### src/rtl/dreg_share_arbiter.sv
// Round-robin arbiter and write sequencer for one shared WIDTH-bit register.
// Four requesters use a req/grant four-phase handshake. The winner's data is
// loaded in the single GRANT cycle. Ownership is released once the winner
// drops its request.
module dreg_share_arbiter #(
    parameter int unsigned WIDTH = 8
) (
    input  logic                 clk,
    input  logic                 rst,
    input  logic [3:0]           req,
    input  logic [4*WIDTH-1:0]   wr_data,
    output logic [3:0]           grant,
    output logic [1:0]           owner,
    output logic                 busy,
    output logic [WIDTH-1:0]     q,
    output logic [WIDTH-1:0]     qbar
);

    localparam int unsigned NREQ = 4;
    localparam int unsigned IDXW = 2;

    typedef enum logic [1:0] {
        IDLE    = 2'd0,
        GRANT   = 2'd1,
        RELEASE = 2'd2
    } state_t;

    state_t            state_q, state_d;
    logic [NREQ-1:0]   grant_q, grant_d;
    logic [IDXW-1:0]   owner_q, owner_d;
    logic              busy_q, busy_d;
    logic [WIDTH-1:0]  q_q, q_d;
    logic [WIDTH-1:0]  qbar_q, qbar_d;
    logic [IDXW-1:0]   ptr_q, ptr_d;
    logic              found;
    logic [IDXW-1:0]   idx;
    logic [WIDTH-1:0]  owner_data;

    // Data word of the current owner
    assign owner_data = wr_data[int'(owner_q)*int'(WIDTH) +: WIDTH];

    // State register and all registered outputs
    always_ff @(posedge clk) begin
        if (rst) begin
            state_q <= IDLE;
            grant_q <= '0;
            owner_q <= '0;
            busy_q  <= 1'b0;
            q_q     <= '0;
            qbar_q  <= '1;
            ptr_q   <= '0;
        end else begin
            state_q <= state_d;
            grant_q <= grant_d;
            owner_q <= owner_d;
            busy_q  <= busy_d;
            q_q     <= q_d;
            qbar_q  <= qbar_d;
            ptr_q   <= ptr_d;
        end
    end

    // Next-state: rotating-priority scan in IDLE, load in GRANT, wait in RELEASE
    always_comb begin
        state_d = state_q;
        grant_d = '0;
        owner_d = owner_q;
        busy_d  = busy_q;
        q_d     = q_q;
        qbar_d  = qbar_q;
        ptr_d   = ptr_q;
        found   = 1'b0;
        idx     = '0;

        case (state_q)
            IDLE: begin
                for (int k = 0; k < int'(NREQ); k++) begin
                    idx = ptr_q + IDXW'(k);
                    if (!found && req[idx]) begin
                        found   = 1'b1;
                        owner_d = idx;
                    end
                end
                if (found) begin
                    state_d = GRANT;
                    grant_d = NREQ'(1) << owner_d;
                    busy_d  = 1'b1;
                end else begin
                    busy_d  = 1'b0;
                end
            end
            GRANT: begin
                if (req[owner_q]) begin
                    q_d    = owner_data;
                    qbar_d = ~owner_data;
                end
                ptr_d   = owner_q + IDXW'(1);
                state_d = RELEASE;
                busy_d  = 1'b1;
            end
            RELEASE: begin
                if (!req[owner_q]) begin
                    state_d = IDLE;
                    busy_d  = 1'b0;
                end
            end
            default: begin
                state_d = IDLE;
                busy_d  = 1'b0;
            end
        endcase
    end

    assign grant = grant_q;
    assign owner = owner_q;
    assign busy  = busy_q;
    assign q     = q_q;
    assign qbar  = qbar_q;

endmodule

### config.mk
export PLATFORM = sky130hd
export DESIGN_NAME = dreg_share_arbiter
export DESIGN_NICKNAME = d
export VERILOG_FILES = /design/src/rtl/dreg_share_arbiter.sv
export SDC_FILE = /design/constraint.sdc
export NUM_CORES = 1
export LEC_CHECK = 0
export CAP_MARGIN = 25
export CORE_ASPECT_RATIO = 1.1
export CORE_MARGIN = 3
export CORE_UTILIZATION = 39
export CTS_BUF_LIST = sky130_fd_sc_hd__clkbuf_4
export DETAILED_ROUTE_END_ITERATION = 8
export PLACE_DENSITY = 0.78
export SETUP_SLACK_MARGIN = 0.3
export SLEW_MARGIN = 0
export SYNTH_ARGS = -nofsm -noshare
export SYNTH_HDL_FRONTEND = slang
export SYNTH_SLANG_ARGS = --single-unit
### constraint.sdc
create_clock -name clk -period 1.85 [get_ports clk]
set_clock_uncertainty 0.2 [all_clocks]
set_input_delay 0.555 -clock clk [delete_from_list [all_inputs] [get_ports clk]]
set_output_delay 0.555 -clock clk [all_outputs]
set_load 0.01 [all_outputs]
# Word-level counts from Yosys, hierarchy flattened
# Index checks and enable logic that the tools add are counted.
# word_totals
reg_bits	27
input_bits	38
out_inout_bits	23
word_cells	64
# classes
addsub	4
n_lt_le_gt_ge	5
eq_ne	4
shift	2
mux	29
n_bitwise	3
n_reduce_logical	10
# op_table
op	n
indexed part select 32 x 6 -> 8 bit	1
less-than comparator 2 x 3 -> 1 bit (second input constant)	5
two-way mux 1 bit	15
two-way mux 2 bit	7
binary-select mux 1 bit (select 2 bit)	5
inverter 8 bit	1
case mux 2 bit (3 select lines)	1
adder 2 x 1 -> 2 bit (second input constant)	2
adder 2 bit (second input constant)	2
inequality test 2 bit (second input constant)	2
AND reduction 2 bit	2
<< shifter 1 x 2 -> 4 bit (first input constant)	1
logical AND 1 bit	3
logical NOT 1 bit	3
case mux 1 bit (3 select lines)	1
OR reduction 3 bit	1
== test 2 x 1 -> 1 bit (second input constant)	1
== test 2 bit (second input constant)	1
logical NOT 2 bit	1
inverter 1 bit	2

# Logic depth before layout (Yosys ltp)
# Gate-level depths: netlist (run 1).
# logic_depth
word_depth	18
mapped_depth	6
depth_no_buf	5

# Worst setup path before layout (run 1)
# No wires, ideal clock.
# synth_timing
kind	input to register
start	in req[3]
end	reg q_q[0], in the netlist q[0]
setup_ps	128
arrival_time_ps	1674
required_time_ps	1522
path_slack_ps	-152
cell_stages	6
path_buffers	2
cell_sequence	buf_2 > mux4_1 > clkbuf_1 > and3_1 > a21oi_1 > nor2_1
# synth_via
elab_chain_len	3
# synth_rtl
item	line	source
start: declaration	10	input logic [3:0] req,
binary-select mux 1 bit (select 2 bit)	93	if (req[owner_q]) begin
two-way mux 1 bit (not written as such)	93	
AND reduction 2 bit (no source line)	--	
end signal: assignment	57	q_q <= q_d;
end: declaration	32	logic [WIDTH-1:0] q_q, q_d;
# Every way passes these cells. The select of a mux whose other input is x is not followed.
# A chain may end at the register's enable or synchronous reset.

# Worst setup path after layout (run 1)
# layout_timing
start	reg ptr_q[0]
end	reg grant_q[0], in the netlist grant[0]
# layout_via
elab_chain_len	18
elab_cells_between_ends	33
cone_classes	add/sub: 3; shift: 1; mux: 21; bitwise: 1; reduce/logical: 7
# layout_rtl
item	line	source
start: declaration	34	logic [IDXW-1:0] ptr_q, ptr_d;
start signal: assignment	59	ptr_q <= ptr_d;
binary-select mux 1 bit (select 2 bit)	79	if (!found && req[idx]) begin
two-way mux 1 bit (not written as such)	79	
two-way mux 1 bit	79	
two-way mux 1 bit	75	case (state_q)
logical NOT 1 bit	79	
logical AND 1 bit	79	
two-way mux 1 bit	79	
two-way mux 1 bit	75	
[... 2 more ...]	--	
two-way mux 1 bit	79	
two-way mux 1 bit	75	
logical NOT 1 bit	79	
logical AND 1 bit	79	
two-way mux 1 bit	79	
two-way mux 1 bit	75	
inverter 1 bit (no source line)	--	
OR reduction 3 bit (no source line)	--	
end signal: assignment	54	grant_q <= grant_d;
end: declaration	29	logic [NREQ-1:0] grant_q, grant_d;
# Several ways; a longest one is shown, not always the timed one. The select of a mux whose other input is x is not followed.

==> results.ini, run 1 <==
[route]
ant_nets = 0
drc = 0
via_per_inst = 5.34
wl_per_cell_um = 17.6
vias = 1644
first_pass_iters = 4
drtIter0Drc = 50
wirelength_um = 5410

[grt]
grt_pass1_vias = 1629
grt_pass1_wl_um = 7890
gr-total-overflow = 0
grt_start_max_net_pins = 23
antenna_found_initial = 0
grt_usage = 0.218

[layout]
layout_common_cells = buf_4, clkdlybuf4s50_1, buf_6
area_growth_syn_to_layout_pct = 89.3
fin_area_mm2 = 0.00274
final_net_count = 299
n_antenna_cell = 0
multi_input_area_um2 = 997
seq_area_um2 = 574
layout_commonest_cell = buf_4
n_fill_cell = 208
drive_gt1_frac = 0.592

[worst_setup_path]
cp_cell_sequence = mux2_4 > a211oi_2 > o211ai_1 > a32oi_2 > o211a_1
required_ns = 1.95
end_kind = flop
cp_data_arrival_time_ns = 1.95
critPathMaxStageDelay_ns = 0.42
critPathLaunchType = flop
crit_family = compound AO/OA/AOI/OAI gates
worstPathMaxFanout = 5
crit_type = flop to flop
cpMaxStageDelayCell = dfxtp_4
path_buf_inv = 0

[logic_synthesis]
synth_compound_area_frac = 0.194
synth_mux_area_frac = 0.164
synth_area_mm2 = 0.00145
synthDistinctLibCells = 36
synth-seq-cells = 27
syn_inst = 156
synth_top_family_by_area = simple AND/OR/NAND/NOR gates
synth_warnings = 0
avgSynthCellArea_um2 = 9.28
synthSimpleGateAreaFrac = 0.213
seq_area_frac_synth = 0.373
syn-num-nets = 194
synth_xor_area_frac = 0.00605
synthAdderAreaFrac = 0

[min_path]
hp-class = flop to flop

[clock_tree]
clkSinkCount = 27
ctsHoldBuffers = 0
clockBufferDepth = 2
cts_inserted_buffers = 3
clkLatencyLatePin_ns = 0.35
htreeDepth = 1
cts_tree = done
clk_pin_slew_ns = 0.16
clock-root-buffer = clkbuf_4

[die]
die_w_um = 64.1
die_y_um = 69.9
dieArea_mm2 = 0.00448
ios = 61
initial_utilization = 0.421
num_rows = 22
core_area_mm2 = 0.00344

[pwr]
switching_power_uw = 620
p_per_area_mw_per_mm2 = 688
swShare = 0.329
power_frac_clock = 0.144
irDropWorstVdd_uv = 480
leakage_nw = 1.13
internal_power_mw = 1.26
p_seq_frac = 0.378
p_comb_frac = 0.478

[placement]
port_buffers = 60
postPlaceCellArea_mm2 = 0.00232
place_congestion = 0.965
dp.final_hpwl_um = 3450
preCtsSetupSlack_ns = -0.722

[timing]
relSlewSlack = 0.760
period_share = 1.00
fin_ws_ns = -0.000143
finalSetupViolCount = 1
rsz0062_at_grt = yes
clock.fmax_mhz = 540
finalMaxSlewViolations = 0
worst_pin_slew_ns = 0.359
hold_viol_final = 0
period_needed_ns = 1.85

[outcome]
outcome = finished, violations left
violations = setup timing

[job]
maxCapViolCount = 0

-- path summary, 6_finish.rpt --
| kind | cells past startpoint | endpoint | slack, ns | start |
|---|---|---|---|---|
| worst max register to register | 5 | grant[0]$_SDFF_PP0_ | -0.0001 | ptr_q[0]$_SDFFE_PP0P_ |
| worst min register to register | 2 | q[7]$_SDFFE_PP0P_ | 0.31 | q[7]$_SDFFE_PP0P_ |
| worst min-delay path | 2 | q[7]$_SDFFE_PP0P_ | 0.31 | q[7]$_SDFFE_PP0P_ |
| worst max-delay path | 5 | grant[0]$_SDFF_PP0_ | -0.0001 | ptr_q[0]$_SDFFE_PP0P_ |
-- metrics by stage --
step	hold WS [ns]	std cells	setup TNS (ns)	power, mW	utilization
after floorplan	0.274	156	-0.843	1.09	-
after global placement	0.271	279	-13.88	1.38	0.673
after detailed placement	0.276	279	-15.27	1.41	0.673
after CTS	0.311	297	0	1.75	0.739
after global routing	0.335	308	-0.976	1.98	0.796
final	0.307	308	-0.000143	1.89	0.796
-- final cells by class --
type / instances / area share
clock buffers: 3 / 0.00822
clock inverters: 1 / 0.00274
inverters: 2 / 0.00274
multi-input cells: 114 / 0.364
flip-flops and latches: 27 / 0.210
well taps: 48 / 0.0219
repair buffers: 113 / 0.391
-- power groups by stage --
| stage | Clock [mW] | Combinational [mW] | Sequential, mW |
|---|---|---|---|
| after floorplan | 0 | 0.373 | 0.719 |
| after global placement | 0 | 0.680 | 0.704 |
| after detailed placement | 0 | 0.700 | 0.708 |
| after CTS | 0.268 | 0.783 | 0.701 |
| after global routing | 0.296 | 0.965 | 0.719 |
| final | 0.271 | 0.901 | 0.713 |
-- registers in the layout (all words and copies together), names as in the netlist --
signal   flops
qbar         8
owner        2
busy         1
q            8
ptr_q        2
grant        4
state_q      2
-- synthesized netlist by cell type, drive strengths merged --
library cell	number	area [µm²]
o21ai	5	25.0
nor4	3	18.8
or3b	1	8.76
mux2i	2	20.0
o2bb2ai	1	8.76
nand2	2	7.51
nor2	30	113
o211a	1	10.0
a21oi	15	75.1
o21bai	9	67.6
a32oi	1	16.3
a41oi	1	8.76
a211oi	4	35.0
inv	2	7.51
and2	2	12.5
dfxtp	27	541
buf	6	36.3
o221a	1	11.3
nor3b	1	7.51
nor3	1	5.00
nand2b	3	18.8
clkbuf	7	26.3
mux2	1	11.3
nand3	1	5.00
mux4	9	206
and4bb	1	12.5
nor2b	4	25.0
and3	8	50.1
a221oi	1	8.76
and2b	1	7.51
o211ai	2	15.0
xnor2	1	8.76
nor4b	2	17.5
-- what timing repair did --
action	in CTS	in global routing
cloned	1	1
setup buffers	13	10
resized for setup	156	41
endpoints found under the setup margin	48	48
pin swaps	7	11
-- cells by family after synthesis --
family	after synthesis
simple gates	60
compound gates	41
flops	27
buf+inv	15
mux	12
xor+xnor	1
-- per-layer routing --
layer,share of wire,track usage,vias to the layer above
li1,-,-,779
met2,0.52,0.396,80
met1,0.39,0.257,772
met5,0,0,-
met4,0.026,0.0376,0
met3,0.070,0.0595,13
-- worst register-to-register path, delay by kind of cell (launching register included) --
family         cells  cell delay [ns]
AO/OA/AOI/OAI      4             0.88
multiplexers       1             0.32
flip-flops         1             0.42
No activity file was read; power rests on OpenSTA's default activity.
==> run 2: changes to the inputs <==
--- a/config.mk
+++ b/config.mk
@@ -8,10 +8,10 @@
 export CAP_MARGIN = 25
 export CORE_ASPECT_RATIO = 1.1
 export CORE_MARGIN = 3
-export CORE_UTILIZATION = 39
+export CORE_UTILIZATION = 44
 export CTS_BUF_LIST = sky130_fd_sc_hd__clkbuf_4
 export DETAILED_ROUTE_END_ITERATION = 8
-export PLACE_DENSITY = 0.78
+export PLACE_DENSITY = 0.83
 export SETUP_SLACK_MARGIN = 0.3
 export SLEW_MARGIN = 0
 export SYNTH_ARGS = -nofsm -noshare
==> constraint.sdc (replaced) <==
create_clock -name clk -period 2.05 [get_ports clk]
set_clock_uncertainty 0.2 [all_clocks]
set_input_delay 0.615 -clock clk [delete_from_list [all_inputs] [get_ports clk]]
set_output_delay 0.615 -clock clk [all_outputs]
set_load 0.01 [all_outputs]
==> run 2 against run 1 <==
- register-to-register slack better by 0.22 ns
- via count is 3.8% lower
- final cell count is 10% lower
- critical path depth is 1 higher
- sequential power is 9.8% lower
- highest routed layer unchanged
- the flow now finishes without violations
- non-clock buffer count is 18 lower
- critical path type is now input port to flop
- die area is 10% lower
- total power is 17% lower
- sequential share of layout area is 2.8 points higher
- design area is 12% lower
==> results.ini, run 2 (same netlist as run 1, synthesis figures left out) <==
[outcome]
outcome = finished, final reports clean  ; was finished, violations left

[timing]
clock.fmax_mhz = 544
period_share = 0.897
holdWs_ns = 0.309  ; was 0.307 ns
finalSetupViolCount = 0  ; was 1
rsz0062_at_grt = yes  ; unchanged
worst_pin_slew_ns = 0.381  ; was 0.359 ns
finalMaxSlewViolations = 0  ; unchanged
hold_viol_final = 0  ; unchanged
period_needed_ns = 1.84
relSlewSlack = 0.745  ; was 0.760
setup_tns_ns = 0  ; was -0.000143 ns

[worst_setup_path]
worstReg2RegEnd = q[0]$_SDFFE_PP0P_  ; was grant[0]$_SDFF_PP0_
ff2ff_path_depth = 5  ; unchanged
crit_type = input port to flop  ; was flop to flop
crit_path_start = req[2]  ; was ptr_q[0]$_SDFFE_PP0P_
r2r-start = owner[0]$_SDFFE_PP0N_  ; was ptr_q[0]$_SDFFE_PP0P_
end_kind = flop  ; unchanged
worstSetupEndpoint = q[0]$_SDFFE_PP0P_  ; was grant[0]$_SDFF_PP0_
worstPathMaxFanout = 13  ; was 5
reg2reg_slack_ns = 0.22  ; was -0.0001 ns
critPathLaunchType = input port  ; was flop
cp_data_arrival_time_ns = 1.87  ; was 1.95 ns
required_ns = 2.08  ; was 1.95 ns

[route]
wirelength_um = 5140  ; was 5410 µm
drc = 0  ; unchanged
first_pass_iters = 5  ; was 4
via_per_inst = 5.73  ; was 5.34
vias = 1582  ; was 1644
drtIter0Drc = 36  ; was 50
wl_per_cell_um = 18.6  ; was 17.6 µm
ant_nets = 0  ; unchanged

[pwr]
p_per_area_mw_per_mm2 = 648  ; was 688 mW/mm²
total_power_mw = 1.56  ; was 1.89 mW
irDropWorstVdd_uv = 279  ; was 480 µV
leakage_nw = 1.04  ; was 1.13 nW

[die]
core_area_mm2 = 0.00310  ; was 0.00344 mm²
die_w_um = 60.7  ; was 64.1 µm
num_rows = 21  ; was 22
dieArea_mm2 = 0.00402  ; was 0.00448 mm²
initial_utilization = 0.467  ; was 0.421
die_y_um = 66.2  ; was 69.9 µm
ios = 61  ; unchanged

[layout]
layout_common_cells = buf_4, nor2_1, clkdlybuf4s50_1  ; was buf_4, clkdlybuf4s50_1, buf_6
drive_gt1_frac = 0.541  ; was 0.592
n_fill_cell = 203  ; was 208
fin_cells = 276  ; was 308
layout_commonest_cell = buf_4  ; unchanged
n_antenna_cell = 0  ; unchanged
final_net_count = 281  ; was 299
area_growth_syn_to_layout_pct = 65.9  ; was 89.3%

[grt]
grt_pass1_wl_um = 7210  ; was 7890 µm
grt_usage = 0.240  ; was 0.218
grt_pass1_vias = 1553  ; was 1629
gr-total-overflow = 0  ; unchanged
antenna_found_initial = 0  ; unchanged
grt_start_max_net_pins = 23  ; unchanged

[min_path]
hold_depth = 2  ; unchanged
hp-class = flop to flop  ; unchanged

[clock_tree]
htreeDepth = 1  ; unchanged
clkLatencyLatePin_ns = 0.34  ; was 0.35 ns
clock-root-buffer = clkbuf_4  ; unchanged
clockBufferDepth = 2  ; unchanged
clk_pin_slew_ns = 0.14  ; was 0.16 ns
clkSinkCount = 27  ; unchanged
cts_tree = done  ; unchanged
cts_inserted_buffers = 3  ; unchanged

[placement]
dp.cells = 257  ; was 279
place_congestion = 0.847  ; was 0.965
port_buffers = 60  ; unchanged
dp.final_hpwl_um = 3440  ; was 3450 µm

[job]
maxCapViolCount = 0  ; unchanged

run 2: cell count changes in the layout (fill, tap and decap cells not counted), sizes merged:
| cell | delta |
|---|---|
| dlygate4sd2 | +5 |
| clkdlybuf4s50 | -9 |
| dlymetal6s2s | +4 |
| clkbuf | +6 |
| clkdlybuf4s15 | +1 |
| buf | -25 |
run 2: metrics by stage:
stage / utilization / setup slack (ns) / area (µm²)
final: 0.774 / 0.210 / 2400
after global routing: 0.774 / 0.142 / 2400
after CTS: 0.770 / 0.270 / 2390
after detailed placement: 0.722 / -0.660 / 2240
after global placement: 0.722 / -0.575 / 2240
after floorplan: - / 0.0795 / 1550
run 2: critical path, stage by stage:
cell     delay (ns)
buf_4          0.15
mux4_2         0.60
buf_6          0.18
and3_4         0.15
a21oi_2        0.11
nor2_1         0.06
run 2: cell type report:
type,count,area [µm²],area share
multi-input cells,114,976,0.406
repair buffers,95,774,0.323
flip-flops and latches,27,571,0.238
inverters,2,7.51,0.00313
clock buffers,3,22.5,0.00938
clock inverters,1,7.51,0.00313
well taps,34,42.5,0.0177
run 2: per-layer routing:
layer  track usage  part of all wire  vias up
met5             0                 0        -
met4         0.100             0.035        0
met3        0.0273             0.050       17
met2         0.455              0.53       61
met1         0.259              0.38      764
li1              -                 -      740
run 2: power by group:
part | internal (mW) | switching, mW | leakage, nW
Combinational | 0.366 | 0.304 | 0.797
Clock | 0.0749 | 0.167 | 0.0139
Sequential | 0.588 | 0.0547 | 0.225
Total | 1.03 | 0.526 | 1.04
run 2: how the worst min path moves through the flow:
stage                                 start                      end  slack [ns]
floorplan           state_q[0]$_SDFFE_PP0P_  state_q[0]$_SDFFE_PP0P_        0.27
global placement          q[3]$_SDFFE_PP0P_        q[3]$_SDFFE_PP0P_        0.27
detailed placement        q[7]$_SDFFE_PP0P_        q[7]$_SDFFE_PP0P_        0.28
global route              q[3]$_SDFFE_PP0P_        q[3]$_SDFFE_PP0P_        0.34
finish                    q[3]$_SDFFE_PP0P_        q[3]$_SDFFE_PP0P_        0.31
CTS                       q[1]$_SDFFE_PP0P_        q[1]$_SDFFE_PP0P_        0.30
run 2: what timing repair did:
action / 4_1_cts / 5_1_grt
hold buffers: 0 / 0
gates cloned: 0 / 0
gates resized for setup: 118 / 45
buffers inserted: 9 / 6
endpoints found under the hold margin: 0 / 0
pin swaps: 12 / 24
endpoints found under the setup margin: 48 / 43
==> RTL change 1 (config.mk and constraints of run 1) <==
`WIDTH`: 8 -> 12.
--- a/src/rtl/dreg_share_arbiter.sv
+++ b/src/rtl/dreg_share_arbiter.sv
@@ -4,5 +4,5 @@
 // drops its request.
 module dreg_share_arbiter #(
-    parameter int unsigned WIDTH = 8
+    parameter int unsigned WIDTH = 12
 ) (
     input  logic                 clk,
Interface: changed (resized q, qbar and wr_data); port bits go from 61 to 85. No check against the original RTL was run, so the function may have changed too.
==> RTL change 1 against run 1 <==
- the run still ends with setup timing left
- worst hold slack better by 0.015 ns
- largest cell class is now multi-input combinational cells
- area after synthesis up 41%
- total power up 37%
- design area up 34%
- sequential cell count up 8
- combinational power up 34%
- synthesized cell count up 26%
- wire length up 23%
- largest power group unchanged
- worst setup slack worse by 0.010 ns
- register-to-register slack better by 0.06 ns
- critical path depth down 1
- critical path type is now input pin to register
==> RTL change 1: results (changes against run 1) <==
| Metric | Value |
|---|---|
| # setup viols final | `1 (unchanged)` |
| Min-Delay Startpoint | `q[1]$_SDFFE_PP0P_` |
| Setup TNS | `-0.0103 ns (-0.0102 ns)` |
| Largest net degree at the start of global routing | `31 (+35%)` |
| Hold Path Sink | `q[1]$_SDFFE_PP0P_` |
| Outcome | `finished, violations left` |
| CP max FO | `3 (-2)` |
| Final WS setup | `-0.0103 ns (-0.0102 ns)` |
| Post-Synth XOR/XNOR Area | `0.428% (-0.18 points)` |
| Layout cells sized above 1 | `63.7% (+4.4 points)` |
| Total CTS buffers | `5 (+2)` |
| WL final | `6.65 mm (+23%)` |
| Top post-synthesis cells by count | `dfxtp_1 (35), nor2_1 (31), a21oi_2 (10), and3_4 (10)` |
| Via/cell ratio | `5.32 (-0.34%)` |
| CP Launch Point | `rst` |
| Number of DRC markers in iteration 0 | `110 (+120%)` |
| WL met2 | `3.62 mm (+30%)` |
| Top cells by area, synth | `dfxtp_1 (34%), mux4_2 (8.8%), mux4_1 (6.4%), nor2_1 (5.7%), and3_4 (5.5%)` |
| Met3 Resource Use GR | `4.53% (-1.4 points)` |
| Detail Placement HPWL | `4.42 mm (+28%)` |
| R2R Path Start | `owner[0]$_SDFFE_PP0P_` |
| Tot GR Track Use | `21.3% (-0.49 points)` |
| Sw Ratio | `32.1% (-0.85 points)` |
| Met1 Wirelength | `2.50 mm (+19%)` |
| Failing checks | `setup timing` |
| CP max stage cell | `clkdlybuf4s50_1` |
| Netlist cell types | `45 (+25%)` |
| Post-synthesis sequential area ratio | `34.2% (-3.1 points)` |
| M2 GR Usage | `39.5% (-0.15 points)` |
| Sequential Power Share | `36.1% (-1.7 points)` |
| Clk pwr share | `16.7% (+2.3 points)` |
| Leak | `1.50 nW (+33%)` |
| Compound-Gate Fraction of Synth Area | `20.1% (+0.66 points)` |
| Seq group | `931 uW (+31%)` |
| Fillers | `361 (+74%)` |
| Clk slew on worst S/H paths | `0.10 ns (-0.06 ns)` |
| Mux contribution to synthesized area | `16.9% (+0.51 points)` |
| RR Endpoint | `q[7]$_SDFFE_PP0P_` |
-- RTL change 1: through the flow --
| stage | std cells | hold slack, ns | worst slack [ns] |
|---|---|---|---|
| finish | 391 | 0.322 | -0.0103 |
| global route | 391 | 0.347 | -0.00965 |
| CTS | 384 | 0.305 | 0.0622 |
| detailed placement | 353 | 0.284 | -0.743 |
| global placement | 353 | 0.269 | -0.687 |
| floorplan | 197 | 0.277 | -0.0791 |
-- RTL change 1: layout make-up --
| class | instances | area (um2) | area share (%) |
|---|---|---|---|
| repair buffers | 145 | 1370 | 37.3 |
| multi-input cells | 142 | 1430 | 38.7 |
| well taps | 58 | 72.6 | 1.97 |
| flip-flops and latches | 35 | 744 | 20.2 |
| clock buffers | 7 | 52.6 | 1.43 |
| clock inverters | 1 | 5.00 | 0.136 |
| inverters | 3 | 11.3 | 0.306 |
-- RTL change 1: what timing repair did --
action                     CTS  global route
pin swaps                   19            10
setup endpoints to repair   64            65
gates cloned                 2             0
resized for setup          231            28
buffers inserted            21             7
==> RTL change 2 (settings of run 1) <==
Made on the original files. Take the reset off `q_q` and load it in a clocked block of its own.
--- a/src/rtl/dreg_share_arbiter.sv
+++ b/src/rtl/dreg_share_arbiter.sv
@@ -47,5 +47,4 @@
             owner_q <= '0;
             busy_q  <= 1'b0;
-            q_q     <= '0;
             qbar_q  <= '1;
             ptr_q   <= '0;
@@ -55,8 +54,11 @@
             owner_q <= owner_d;
             busy_q  <= busy_d;
-            q_q     <= q_d;
             qbar_q  <= qbar_d;
             ptr_q   <= ptr_d;
         end
+    end
+
+    always_ff @(posedge clk) begin
+        q_q <= q_d;
     end
 
Formal check against the unedited RTL: differs if rst is asserted again (counterexample within 4 cycles, from zero or initial values and one cycle with rst high); with rst held inactive, the same outputs for 10 cycles.
==> RTL change 2 against run 1 <==
- sequential cell count is the same
- total power grew 0.92%
- area after synthesis grew 2.4%
- sequential share of layout area grew 4.0 points
- worst setup slack lost 0.0030 ns
- the flow still finishes with violations (setup timing)
- clock power shrank 7.4%
- critical endpoint is now qbar[6]$_SDFFE_PP1P_
- cell count shrank 8.8%
- design area shrank 5.4%
- first-iteration DRC count grew 100%
- wire length shrank 4.5%
==> RTL change 2: results (changes against run 1) <==
| Metric | Value |
|---|---|
| # setup viols final | `1 (unchanged)` |
| Cell total after placement | `260 (-6.8%)` |
| Netlist cell types | `47 (+31%)` |
| Net count reported at finish | `272 (-9.0%)` |
| CP top delay family | `multiplexers` |
| Final WS setup | `-0.00314 ns (-0.00299 ns)` |
| CP max stage delay | `0.55 ns (+0.13 ns)` |
| Layout cells sized above 1 | `53.6% (-5.6 points)` |
| Leak | `1.04 nW (-8.3%)` |
| Routed len/inst | `18.4 um (+4.7%)` |
| Worst hold margin | `0.278 ns (-0.0294 ns)` |
| R2R Path Start | `owner[0]$_SDFFE_PP0N_` |
| Post-synthesis sequential area ratio | `41.9% (+4.5 points)` |
| Reg2Reg Setup Slack | `0.02 ns (+0.02 ns)` |
| Clk slew on worst S/H paths | `0.14 ns (-0.02 ns)` |
| Fillers | `255 (+23%)` |
| CP max FO | `6 (+1)` |
| Number of DRC markers in iteration 0 | `100 (+100%)` |
| Post-synthesis net count | `173 (-11%)` |
| Via count | `1575 (-4.2%)` |
| Worst-Margin Slew | `0.305 ns (-0.0543 ns)` |
| Outcome | `finished, violations left` |
| Failing checks | `setup timing` |
| Top post-synthesis cells by count | `dfxtp_1 (19), nor2_1 (17), a211o_1 (11)` |
| First-pass GRT wire length | `7.85 mm (-0.61%)` |
| Clk_lat worst skew | `0.32 ns (-0.03 ns)` |
| CP max stage cell | `mux4_2` |
[RTL change 2: power by group]
part           leakage [nW]  internal, mW  switching, mW
Sequential            0.229         0.702         0.0570
Combinational         0.789         0.513          0.379
Clock                0.0177        0.0810          0.170
Total                  1.04          1.30          0.606
[RTL change 2: cells by family after synthesis]
logic type                after synthesis  share of synthesized area (%)
buffers and inverters                  18                           6.83
muxes                                  10                           14.3
xor gates and xnor gates                1                          0.591
and+or+nand+nor                        43                           15.9
AOI/OAI and AO/OA                      36                           20.5
DFF                                    27                           41.9
[RTL change 2: metrics by stage]
step           cell area [um2]  power [mW]  TNS [ns]
6_report                  2590        1.90  -0.00314
5_1_grt                   2590        2.00   -0.0347
4_1_cts                   2510        1.83         0
3_5_place_dp              2310        1.49    -16.71
3_3_place_gp              2310        1.46    -15.49
2_1_floorplan             1550        1.16    -0.349
[RTL change 2: layout make-up]
cell class	instances	area share, %
Tap cell	48	2.32
Clock buffer	3	0.869
Inverter	6	1.01
Timing Repair Buffer	106	37.2
Sequential cell	27	24.9
Multi-Input combinational cell	90	33.5
Clock inverter	1	0.193
[RTL change 2: repair_timing]
action | in CTS | in global routing
hold buffers | 0 | 0
gates cloned | 0 | 0
gates resized for setup | 150 | 23
endpoints found under the setup margin | 56 | 55
buffers inserted | 14 | 3
pin swaps | 21 | 6
[RTL change 2: metal layers]
| metal | share of wire [%] | routed length, um | global-route usage (%) |
|---|---|---|---|
| met1 | 37 | 1910 | 24.3 |
| met2 | 54 | 2810 | 40.5 |
| met3 | 6.3 | 324 | 3.97 |
| met4 | 2.2 | 114 | 9.39 |
| met5 | 0 | 0 | 0 |
